[config.mk]
export PLATFORM = sky130hd
export DESIGN_NAME = mem_port_arbiter
export DESIGN_NICKNAME = d
export VERILOG_FILES = /design/src/rtl/arb_pkg.sv /design/src/rtl/arb_starve_ctr.sv /design/src/rtl/mem_port_arbiter.sv
export SDC_FILE = /design/constraint.sdc
export NUM_CORES = 1
export LEC_CHECK = 0
export CORE_MARGIN = 2
export CORE_UTILIZATION = 60
export DETAILED_ROUTE_END_ITERATION = 6
export DONT_BUFFER_PORTS = 1
export PLACE_DENSITY = 0.76
export SLEW_MARGIN = 20
export SYNTH_ARGS = -nofsm -noshare
export SYNTH_HDL_FRONTEND = slang
export SYNTH_SLANG_ARGS = --single-unit
[constraint.sdc]
create_clock -name clk -period 2.2 [get_ports clk]
set_input_delay 0.33 -clock clk [delete_from_list [all_inputs] [get_ports clk]]
set_output_delay 0.33 -clock clk [all_outputs]
set_load 0.01 [all_outputs]
[src/rtl/arb_pkg.sv]
// rtl/arb_pkg.sv - shared types for the IF/LS memory port arbiter
package arb_pkg;

  typedef enum logic {ARB_IDLE, ARB_BUSY} arb_state_t;
  typedef enum logic {OWN_IF, OWN_LS} arb_owner_t;

endpackage

[src/rtl/arb_starve_ctr.sv]
// rtl/arb_starve_ctr.sv - saturating count of LS wins over a waiting IF
module arb_starve_ctr #(
  parameter int MAX = 4
) (
  input  logic i_clk,
  input  logic i_rst_n,
  input  logic i_inc,
  input  logic i_clr,
  output logic o_at_max
);

  localparam int W = (MAX < 1) ? 1 : $clog2(MAX + 1);

  logic [W-1:0] r_cnt;
  logic         w_at_max;

  assign w_at_max = (r_cnt == W'(MAX));
  assign o_at_max = w_at_max;

  always_ff @(posedge i_clk or negedge i_rst_n) begin
    if (!i_rst_n) begin
      r_cnt <= '0;
    end else if (i_clr) begin
      r_cnt <= '0;
    end else if (i_inc && !w_at_max) begin
      r_cnt <= r_cnt + 1'b1;
    end
  end

endmodule

[src/rtl/mem_port_arbiter.sv]
// rtl/mem_port_arbiter.sv - shares one memory port between fetch and load/store
module mem_port_arbiter
  import arb_pkg::*;
#(
  parameter int ADDR_W     = 16,
  parameter int DATA_W     = 16,
  parameter int STARVE_MAX = 4
) (
  input  logic              clk,
  input  logic              rst,
  input  logic              if_req,
  input  logic [ADDR_W-1:0] if_addr,
  output logic              if_gnt,
  output logic [DATA_W-1:0] if_rdata,
  output logic              if_valid,
  input  logic              ls_req,
  input  logic              ls_we,
  input  logic [ADDR_W-1:0] ls_addr,
  input  logic [DATA_W-1:0] ls_wdata,
  output logic              ls_gnt,
  output logic [DATA_W-1:0] ls_rdata,
  output logic              ls_valid,
  output logic              mem_en,
  output logic              mem_we,
  output logic [ADDR_W-1:0] mem_addr,
  output logic [DATA_W-1:0] mem_wdata,
  input  logic [DATA_W-1:0] mem_rdata,
  input  logic              mem_ack,
  output logic              stall_if,
  output logic              stall_ls,
  output logic              proto_err
);

  arb_state_t r_state;
  arb_owner_t r_owner;

  logic w_at_max;
  logic w_if_pri;
  logic w_ls_pri;
  logic w_grant_if;
  logic w_grant_ls;
  logic w_idle;

  assign w_idle = (r_state == ARB_IDLE);

  // Priority is resolved on the raw request lines, so a requester sitting in its
  // valid cycle keeps its turn; its grant is merely deferred by one cycle.
  assign w_if_pri   = if_req & (~ls_req | w_at_max);
  assign w_ls_pri   = ls_req & ~w_if_pri;
  assign w_grant_if = w_idle & w_if_pri & ~if_valid;
  assign w_grant_ls = w_idle & w_ls_pri & ~ls_valid;

  assign stall_if = if_req & ~if_valid;
  assign stall_ls = ls_req & ~ls_valid;

  arb_starve_ctr #(
    .MAX (STARVE_MAX)
  ) u_starve (
    .i_clk    (clk),
    .i_rst_n  (rst),
    .i_inc    (w_grant_ls & if_req),
    .i_clr    (w_grant_if),
    .o_at_max (w_at_max)
  );

  always_ff @(posedge clk or negedge rst) begin
    if (!rst) begin
      r_state   <= ARB_IDLE;
      r_owner   <= OWN_IF;
      if_gnt    <= 1'b0;
      ls_gnt    <= 1'b0;
      if_valid  <= 1'b0;
      ls_valid  <= 1'b0;
      if_rdata  <= '0;
      ls_rdata  <= '0;
      mem_en    <= 1'b0;
      mem_we    <= 1'b0;
      mem_addr  <= '0;
      mem_wdata <= '0;
      proto_err <= 1'b0;
    end else begin
      if_gnt   <= w_grant_if;
      ls_gnt   <= w_grant_ls;
      if_valid <= 1'b0;
      ls_valid <= 1'b0;
      case (r_state)
        ARB_IDLE: begin
          if (mem_ack) begin
            proto_err <= 1'b1;
          end
          if (w_grant_if) begin
            r_state   <= ARB_BUSY;
            r_owner   <= OWN_IF;
            mem_en    <= 1'b1;
            mem_we    <= 1'b0;
            mem_addr  <= if_addr;
            mem_wdata <= '0;
          end else if (w_grant_ls) begin
            r_state   <= ARB_BUSY;
            r_owner   <= OWN_LS;
            mem_en    <= 1'b1;
            mem_we    <= ls_we;
            mem_addr  <= ls_addr;
            mem_wdata <= ls_wdata;
          end
        end
        ARB_BUSY: begin
          if (mem_ack) begin
            r_state <= ARB_IDLE;
            mem_en  <= 1'b0;
            mem_we  <= 1'b0;
            if (r_owner == OWN_LS) begin
              ls_rdata <= mem_rdata;
              ls_valid <= 1'b1;
            end else begin
              if_rdata <= mem_rdata;
              if_valid <= 1'b1;
            end
          end
        end
        default: r_state <= ARB_IDLE;
      endcase
    end
  end

endmodule

==> summary.md, run 1 <==
| Metric | Value |
|---|---|
| Status | `finished clean` |
| DP HPWL | `about 4.5 mm` |
| Post-synth EDFFs | `0` |
| Setup bufs post-CTS | `0` |
| Flops & latches, synth | `76` |
| Max-slew headroom | `between 50% and 60%` |
| Leakage | `1.49 nW` |
| Crit-path cells | `inv_1 -> ha_1 -> a21bo_2 -> nand2_1 -> inv_1 -> a21oi_1` |
| Cells after synthesis | `roughly 250` |
| CP Max Fanout | `18` |
| Power share of the clock group | `23.3%` |
| Final antenna diode count | `0` |
| Period Utilization, post-route | `approximately four fifths` |
| Die height | `roughly 76 microns` |
| Global-route wire length before repair | `~11 mm` |
| CP peak stage delay | `430 ps` |
| CP startpoint | `u_starve.r_cnt[0]$_DFFE_PN0P_` |
| Setup Skew | `12.8 ps` |
| CTS tree | `done` |
| PD cells | `~1600 mW/mm^2` |
| Drt first pass iters | `4` |
| Worst slack, placed | `a little over 400 ps` |
| YS warnings | `0` |
| Comb pwr share | `roughly a quarter` |
| Post-route setup TNS | `0 ps` |
| Worst Hold Class | `primary input to flop` |
| CP most frequent cell | `inv_1` |
| Post-DR vias/cell | `roughly 6.3` |
| CP Data Required Time | `~2500 ps` |
| Nets | `roughly 320` |
| Critical path startpoint category | `flop` |
| Max Cap Viol | `0` |
| Sink Count | `76` |
| Crit path capture type | `flop` |
| Syn Area/Cell | `12.7 sq um` |
| Endpoints failing hold | `0` |
| Clk Tree Root Cell | `clkbuf_8` |
| Register area share after synthesis | `between 60% and 70%` |
| Sequential share of power | `a little over half` |
| Synth-to-layout area growth | `9.81%` |
| Critical Path AT | `between 2000 and 2500 ps` |
| Sw Share | `between 30 and 40%` |
| Final setup violation count | `0` |
| Max IR drop VDD | `around 910 uV` |
| R2r setup slk | `between 400 and 500 ps` |
| Worst slew pin tran | `between 600 and 700 ps` |
| Syn nets | `320` |
| Placement Rows | `26` |
| Synth cell types | `33` |
| Overall global routing resource usage | `23.6%` |
| Top_reg_cell synth | `dfrtp_1` |
| DRT iter0 DRCs | `77` |
| Worst r2r src | `u_starve.r_cnt[0]$_DFFE_PN0P_` |
| Int Pwr | `approximately 3.5 mW` |
| Clk Latency, worst-skew pair | `around 340 ps` |
| Gr ovfl total | `0` |
| Slowest CP cell | `nand2_1` |
| Final hold slack | `slightly below 100 ps` |
| Switch Pwr | `approximately 2 mW` |
| Number of remaining DRC errors | `0` |
| Reg clk slew, reported paths | `about 80 ps` |
| Routed Antenna Nets | `0` |
| CP top delay family | `simple AND/OR/NAND/NOR gates` |
| Core area | `0.00507 sq mm` |
| # IOs | `143` |
| DR WL/cell | `20.3 microns` |
| Post-Layout Cell Count | `approximately 320` |
| Min-Delay Startpoint | `mem_ack` |
| Cell count after placement | `just over 300` |
| RSZ-0062 raised after global routing | `false` |
| Fmax | `approximately 570 MHz` |
| Total Routed Length | `roughly 6.6 mm` |
| Longest Clk Path Bufs | `2` |
| Number of H-tree levels | `3` |
| Final max-slew violation count | `0` |
| RePlAce Congestion | `0.808` |
| PortBufs | `0` |
| Worst setup margin | `434 ps` |
| CTS buffer count | `9` |
| Synthesized cell area | `0.00314 sq mm` |
| Full die area | `~0.0058 sq mm` |
| Fin crit period | `1770 ps` |
| CP Class | `flop to flop` |
| Vias in the first global route | `2133` |
| Initial antenna violation count | `0` |
| Initial Utilization | `between 60% and 70%` |
| Share of layout cells above drive strength 1 | `roughly a quarter` |
| Crit path buf inv count | `2` |
| Total number of vias | `between 2000 and 2500` |
| Pin count of the biggest net entering global routing | `a little under 80` |
| Die Wd | `around 76 microns` |
| Post-synthesis async set-or-reset flop share | `100%` |
-- power by group through the flow --
stage	Combinational, mW	Sequential (mW)	Clock (mW)
2_1_floorplan	1.08	2.74	0
6_report	1.28	2.88	1.26
4_1_cts	1.29	2.89	1.28
3_5_place_dp	1.25	2.91	0
5_1_grt	1.42	2.96	1.35
3_3_place_gp	1.18	2.90	0
-- routing by layer --
layer,part of all wire (%),GRT usage [%],vias to the layer above
li1,-,-,916
met1,42,29.6,1027
met2,48,37.4,101
met3,9.1,8.89,10
met4,1.4,8.91,0
met5,0,0,-
-- Yosys cell counts, types with 3 or more instances --
library cell | number | area share [%]
a21oi_1 | 3 | 0.48
clkbuf_1 | 5 | 0.60
nor3_1 | 16 | 2.6
mux2_2 | 32 | 11
buf_2 | 8 | 1.3
a22o_1 | 14 | 3.9
inv_1 | 5 | 0.60
dfrtp_1 | 76 | 61
o21ai_0 | 21 | 3.3
nand3_1 | 21 | 3.3
nand2_1 | 4 | 0.48
a31oi_1 | 16 | 3.2
-- cells in the final DEF (no fill, tap or decap), drive strengths merged --
master / netlist / final
dfrtp: 76 / 76
mux2: 33 / 33
nand3: 22 / 22
o21ai: 21 / 21
nor3: 16 / 16
a31oi: 16 / 16
a22o: 14 / 14
clkbuf: 6 / 10
inv: 6 / 7
buf: 10 / 5
nand2: 4 / 4
a21oi: 3 / 3
bufinv: 0 / 3
nor3b: 2 / 2
or3b: 2 / 2
nor2b: 2 / 2
a21o: 2 / 2
ha: 2 / 2
a22oi: 2 / 2
a21boi: 2 / 2
a21bo: 1 / 1
and3: 1 / 1
nor2: 1 / 1
or2: 1 / 1
and2: 1 / 1
a32o: 1 / 1
mux2i: 1 / 1
clkinvlp: 0 / 1
clkinv: 0 / 1
dlygate4sd3: 0 / 1
-- repair_timing --
action | CTS | global route
resized for setup | 0 | 0
hold buffers | 2 | 0
hold endpoints to repair | 76 | 0
-- flip-flops by register name, indices dropped and copies added, names as in the netlist --
name,flops
if_valid,1
if_rdata,16
mem_en,1
mem_wdata,16
if_gnt,1
mem_addr,16
r_owner,1
ls_rdata,16
mem_we,1
ls_valid,1
r_state,1
proto_err,1
u_starve.r_cnt,3
ls_gnt,1
-- worst reg2reg max path, stage by stage (launching register included) --
cell     delay, ps
dfrtp_1        380
inv_1           50
ha_1           240
a21bo_2        250
nand2_1        430
inv_1          200
a21oi_1        150
-- final timing paths --
kind                                              to  cells after the start
min                                r_state$_DFF_PN0_                      1
max reg2reg                mem_wdata[13]$_DFFE_PN0P_                      6
max                        mem_wdata[13]$_DFFE_PN0P_                      6
max in group asynchronous    if_rdata[6]$_DFFE_PN0P_                      2
min in group asynchronous   mem_addr[13]$_DFFE_PN0P_                      2
min reg2reg                      r_owner$_DFFE_PN0P_                      1
-- cell type report --
cell class	count	area, sq um
Tap cell	70	87.6
Clock inverter	6	111
Clock buffer	10	128
Multi-Input combinational cell	150	1120
Timing Repair Buffer	6	67.6
Inverter	6	25.0
Sequential cell	76	1900
Fill cell	374	1630
-- per-stage QoR --
stage | total power, mW | instance area, sq um | util (%)
floorplan | 3.82 | 3140 | -
global placement | 4.08 | 3170 | 62.5
detailed placement | 4.16 | 3170 | 62.5
CTS | 5.46 | 3450 | 67.9
global route | 5.73 | 3450 | 67.9
finish | 5.42 | 3450 | 67.9
-- kinds of logic after synthesis --
family,share of synthesized area [%]
muxes,12.2
AOI/OAI and AO/OA,13.2
and+or+nand+nor,9.73
buffers and inverters,3.55
DFF,60.6
adders and majority gates,0.797
Power figures use the tool's default switching activity.
==> run 2: changes to the inputs <==
- CORE_UTILIZATION: 60 -> 56
- PLACE_DENSITY: 0.76 -> 0.74
- clock period: 2.2 -> 1.45 ns (I/O delays scaled with it)
==> summary.md, run 2 (synthesized netlist as in run 1, its figures left out) <==
| Metric | Value |
|---|---|
| Sink Count | `76 (unchanged)` |
| Number of remaining DRC errors | `0 (unchanged)` |
| Final max-slew violation count | `0 (unchanged)` |
| Max IR drop VDD | `1280 uV (was 906 uV)` |
| Gr ovfl total | `0 (unchanged)` |
| Commonest non-fill, non-tap cell in the layout | `dfrtp_1 (unchanged)` |
| Most frequent cells in the layout | `dfrtp_1 (75), mux2_2 (32), nand3_1 (21), a31oi_1 (16), buf_4 (16) (was dfrtp_1 (76), mux2_2 (32), nand3_1 (21), o21ai_0 (21))` |
| Critical Path AT | `1650 ps (was 2030 ps)` |
| Global-route wire length before repair | `11.3 mm (was 10.7 mm)` |
| Cell Area, Placed | `0.00333 sq mm (was 0.00317 sq mm)` |
| Total number of vias | `2208 (was 2054)` |
| Pin count of the biggest net entering global routing | `77 (unchanged)` |
| Max-slew headroom | `79.4% (was 55.2%)` |
| Total power | `8.70 mW (was 5.42 mW)` |
| CP peak stage delay | `460 ps (was 430 ps)` |
| Core area | `0.00547 sq mm (was 0.00507 sq mm)` |
| Longest Clk Path Bufs | `2 (unchanged)` |
| Period Utilization, post-route | `99.6% (was 80.3%)` |
| Fmax | `692 MHz (was 566 MHz)` |
| Post-DR vias/cell | `6.25 (was 6.34)` |
| DP HPWL | `4.70 mm (was 4.52 mm)` |
| Worst setup margin | `5.30 ps (was 434 ps)` |
| CP top delay family | `flip-flops (was simple AND/OR/NAND/NOR gates)` |
| Post-Layout Cell Count | `353 (was 324)` |
| CP startpoint | `r_state$_DFF_PN0_ (was u_starve.r_cnt[0]$_DFFE_PN0P_)` |
| Post-route setup TNS | `0 ps (unchanged)` |
| # IOs | `143 (unchanged)` |
| Max Cap Viol | `0 (unchanged)` |
| DRT iter0 DRCs | `139 (was 77)` |
| Critical path startpoint category | `flop (unchanged)` |
| Share of layout cells above drive strength 1 | `31.7% (was 23.6%)` |
| Full die area | `0.00622 sq mm (was 0.00582 sq mm)` |
| Worst r2r src | `r_state$_DFF_PN0_ (was u_starve.r_cnt[0]$_DFFE_PN0P_)` |
| CP Class | `flop to flop (unchanged)` |
| Initial Utilization | `57.3% (was 61.8%)` |
| Number of H-tree levels | `3 (unchanged)` |
| Initial antenna violation count | `0 (unchanged)` |
| Setup Skew | `12.5 ps (was 12.8 ps)` |
| Crit path capture type | `flop (unchanged)` |
| Die Wd | `78.9 microns (was 76.3 microns)` |
| Fin crit period | `1440 ps (was 1770 ps)` |
| Clk Latency, worst-skew pair | `340 ps (about the same)` |
| Final core occ | `68.8% (was 67.9%)` |
| Overall global routing resource usage | `23.8% (was 23.6%)` |
| Reg clk slew, reported paths | `80 ps (about the same)` |
| Total Routed Length | `7.31 mm (was 6.59 mm)` |
| Crit path buf inv count | `1 (was 2)` |
| Die height | `78.9 microns (was 76.3 microns)` |
| PD cells | `2310 mW/mm^2 (was 1570 mW/mm^2)` |
| FILL cells | `399 (was 374)` |
| CTS tree | `done (unchanged)` |
| Cell count after placement | `323 (was 306)` |
| Status | `finished with violations (was finished clean)` |
| Final antenna diode count | `0 (unchanged)` |
| Routed Antenna Nets | `0 (unchanged)` |
| Leakage | `1.64 nW (was 1.49 nW)` |
| Final setup violation count | `0 (unchanged)` |
| RSZ-0062 raised after global routing | `true (was false)` |
| Vias in the first global route | `2294 (was 2133)` |
| Crit-path cells | `or3b_4 -> buf_12 -> o21ai_0 -> a31oi_1 (was inv_1 -> ha_1 -> a21bo_2 -> nand2_1 -> inv_1 -> a21oi_1)` |
| Drt first pass iters | `6 (was 4)` |
| Nets | `348 (was 321)` |
| Slowest CP cell | `dfrtp_2 (was nand2_1)` |
| Violated checks | `negative hold slack` |
| Synth-to-layout area growth | `19.9% (was 9.81%)` |
| Worst slack, placed | `-47.0 ps (was 408 ps)` |
| Clk Tree Root Cell | `clkbuf_8 (unchanged)` |
| Endpoints failing hold | `76 (was 0)` |
| Final hold slack | `-429 ps (was 98.0 ps)` |
| RePlAce Congestion | `0.751 (was 0.808)` |
| CP Max Fanout | `21 (was 18)` |
| CTS buffer count | `9 (unchanged)` |
| Worst slew pin tran | `309 ps (was 672 ps)` |
| Placement Rows | `27 (was 26)` |
| Post-route cell area | `0.00376 sq mm (was 0.00345 sq mm)` |
| CP Data Required Time | `1660 ps (was 2460 ps)` |
| DR WL/cell | `20.7 microns (was 20.3 microns)` |
| Worst Hold Class | `primary input to asynchronous set/reset pin (was primary input to flop)` |
| PortBufs | `0 (unchanged)` |
-- run 2: changes by cell type in the layout (fill, tap and decap cells not counted), moves of 2 or more --
cell | before | now
o21ai_0 | 21 | 12
buf_12 | 0 | 3
o21ai_1 | 0 | 8
dlygate4sd3_1 | 1 | 8
inv_1 | 5 | 3
and3_4 | 0 | 2
buf_4 | 4 | 16
inv_2 | 0 | 2
buf_6 | 0 | 4
-- run 2: timing repair --
item / in CTS / in global routing
gates resized for setup: 9 / 19
pin swaps: 10 / 3
gates cloned: 3 / 1
hold endpoints to repair: 80 / 83
hold buffers: 3 / 5
endpoints found under the setup margin: 16 / 44
setup buffers: 1 / 1
-- run 2: final timing paths --
kind,endpoint,slack (ps),cells past startpoint
hold reg to reg,r_owner$_DFFE_PN0P_,550,1
hold / removal,mem_addr[6]$_DFFE_PN0P_,-430,0
max in group asynchronous,if_rdata[12]$_DFFE_PN0P_,1720,0
min in group clk,mem_wdata[14]$_DFFE_PN0P_,10,2
setup reg to reg,mem_addr[11]$_DFFE_PN0P_,5,4
setup / recovery,mem_addr[11]$_DFFE_PN0P_,5,4
-- run 2: report_power, final --
group	switching, mW	total (mW)	internal, mW
logic	1.09	2.41	1.33
registers	1.22	4.37	3.15
clock network	0.771	1.92	1.15
total	3.08	8.70	5.62
-- run 2: worst reg2reg max path, stage by stage, from the launching register on --
cell and delay [ps]:
dfrtp_2 460, or3b_4 400, buf_12 170, o21ai_0 190
a31oi_1 110
-- run 2: cell type report --
type / instances / area (sq um) / share of cell area, %
repair buffers: 31 / 305 / 8.11
flip-flops and latches: 76 / 1900 / 50.6
inverters: 6 / 25.0 / 0.665
well taps: 72 / 90.1 / 2.39
multi-input cells: 152 / 1200 / 31.9
clock inverters: 6 / 111 / 2.96
clock buffers: 10 / 128 / 3.39
-- run 2: per-layer routing --
layer | vias up | GRT usage, % | share of wire [%]
li1 | 968 | - | -
met1 | 1100 | 29.3 | 40
met2 | 130 | 38.4 | 47
met3 | 10 | 9.20 | 12
met4 | 0 | 8.62 | 1.4
met5 | - | 0 | 0
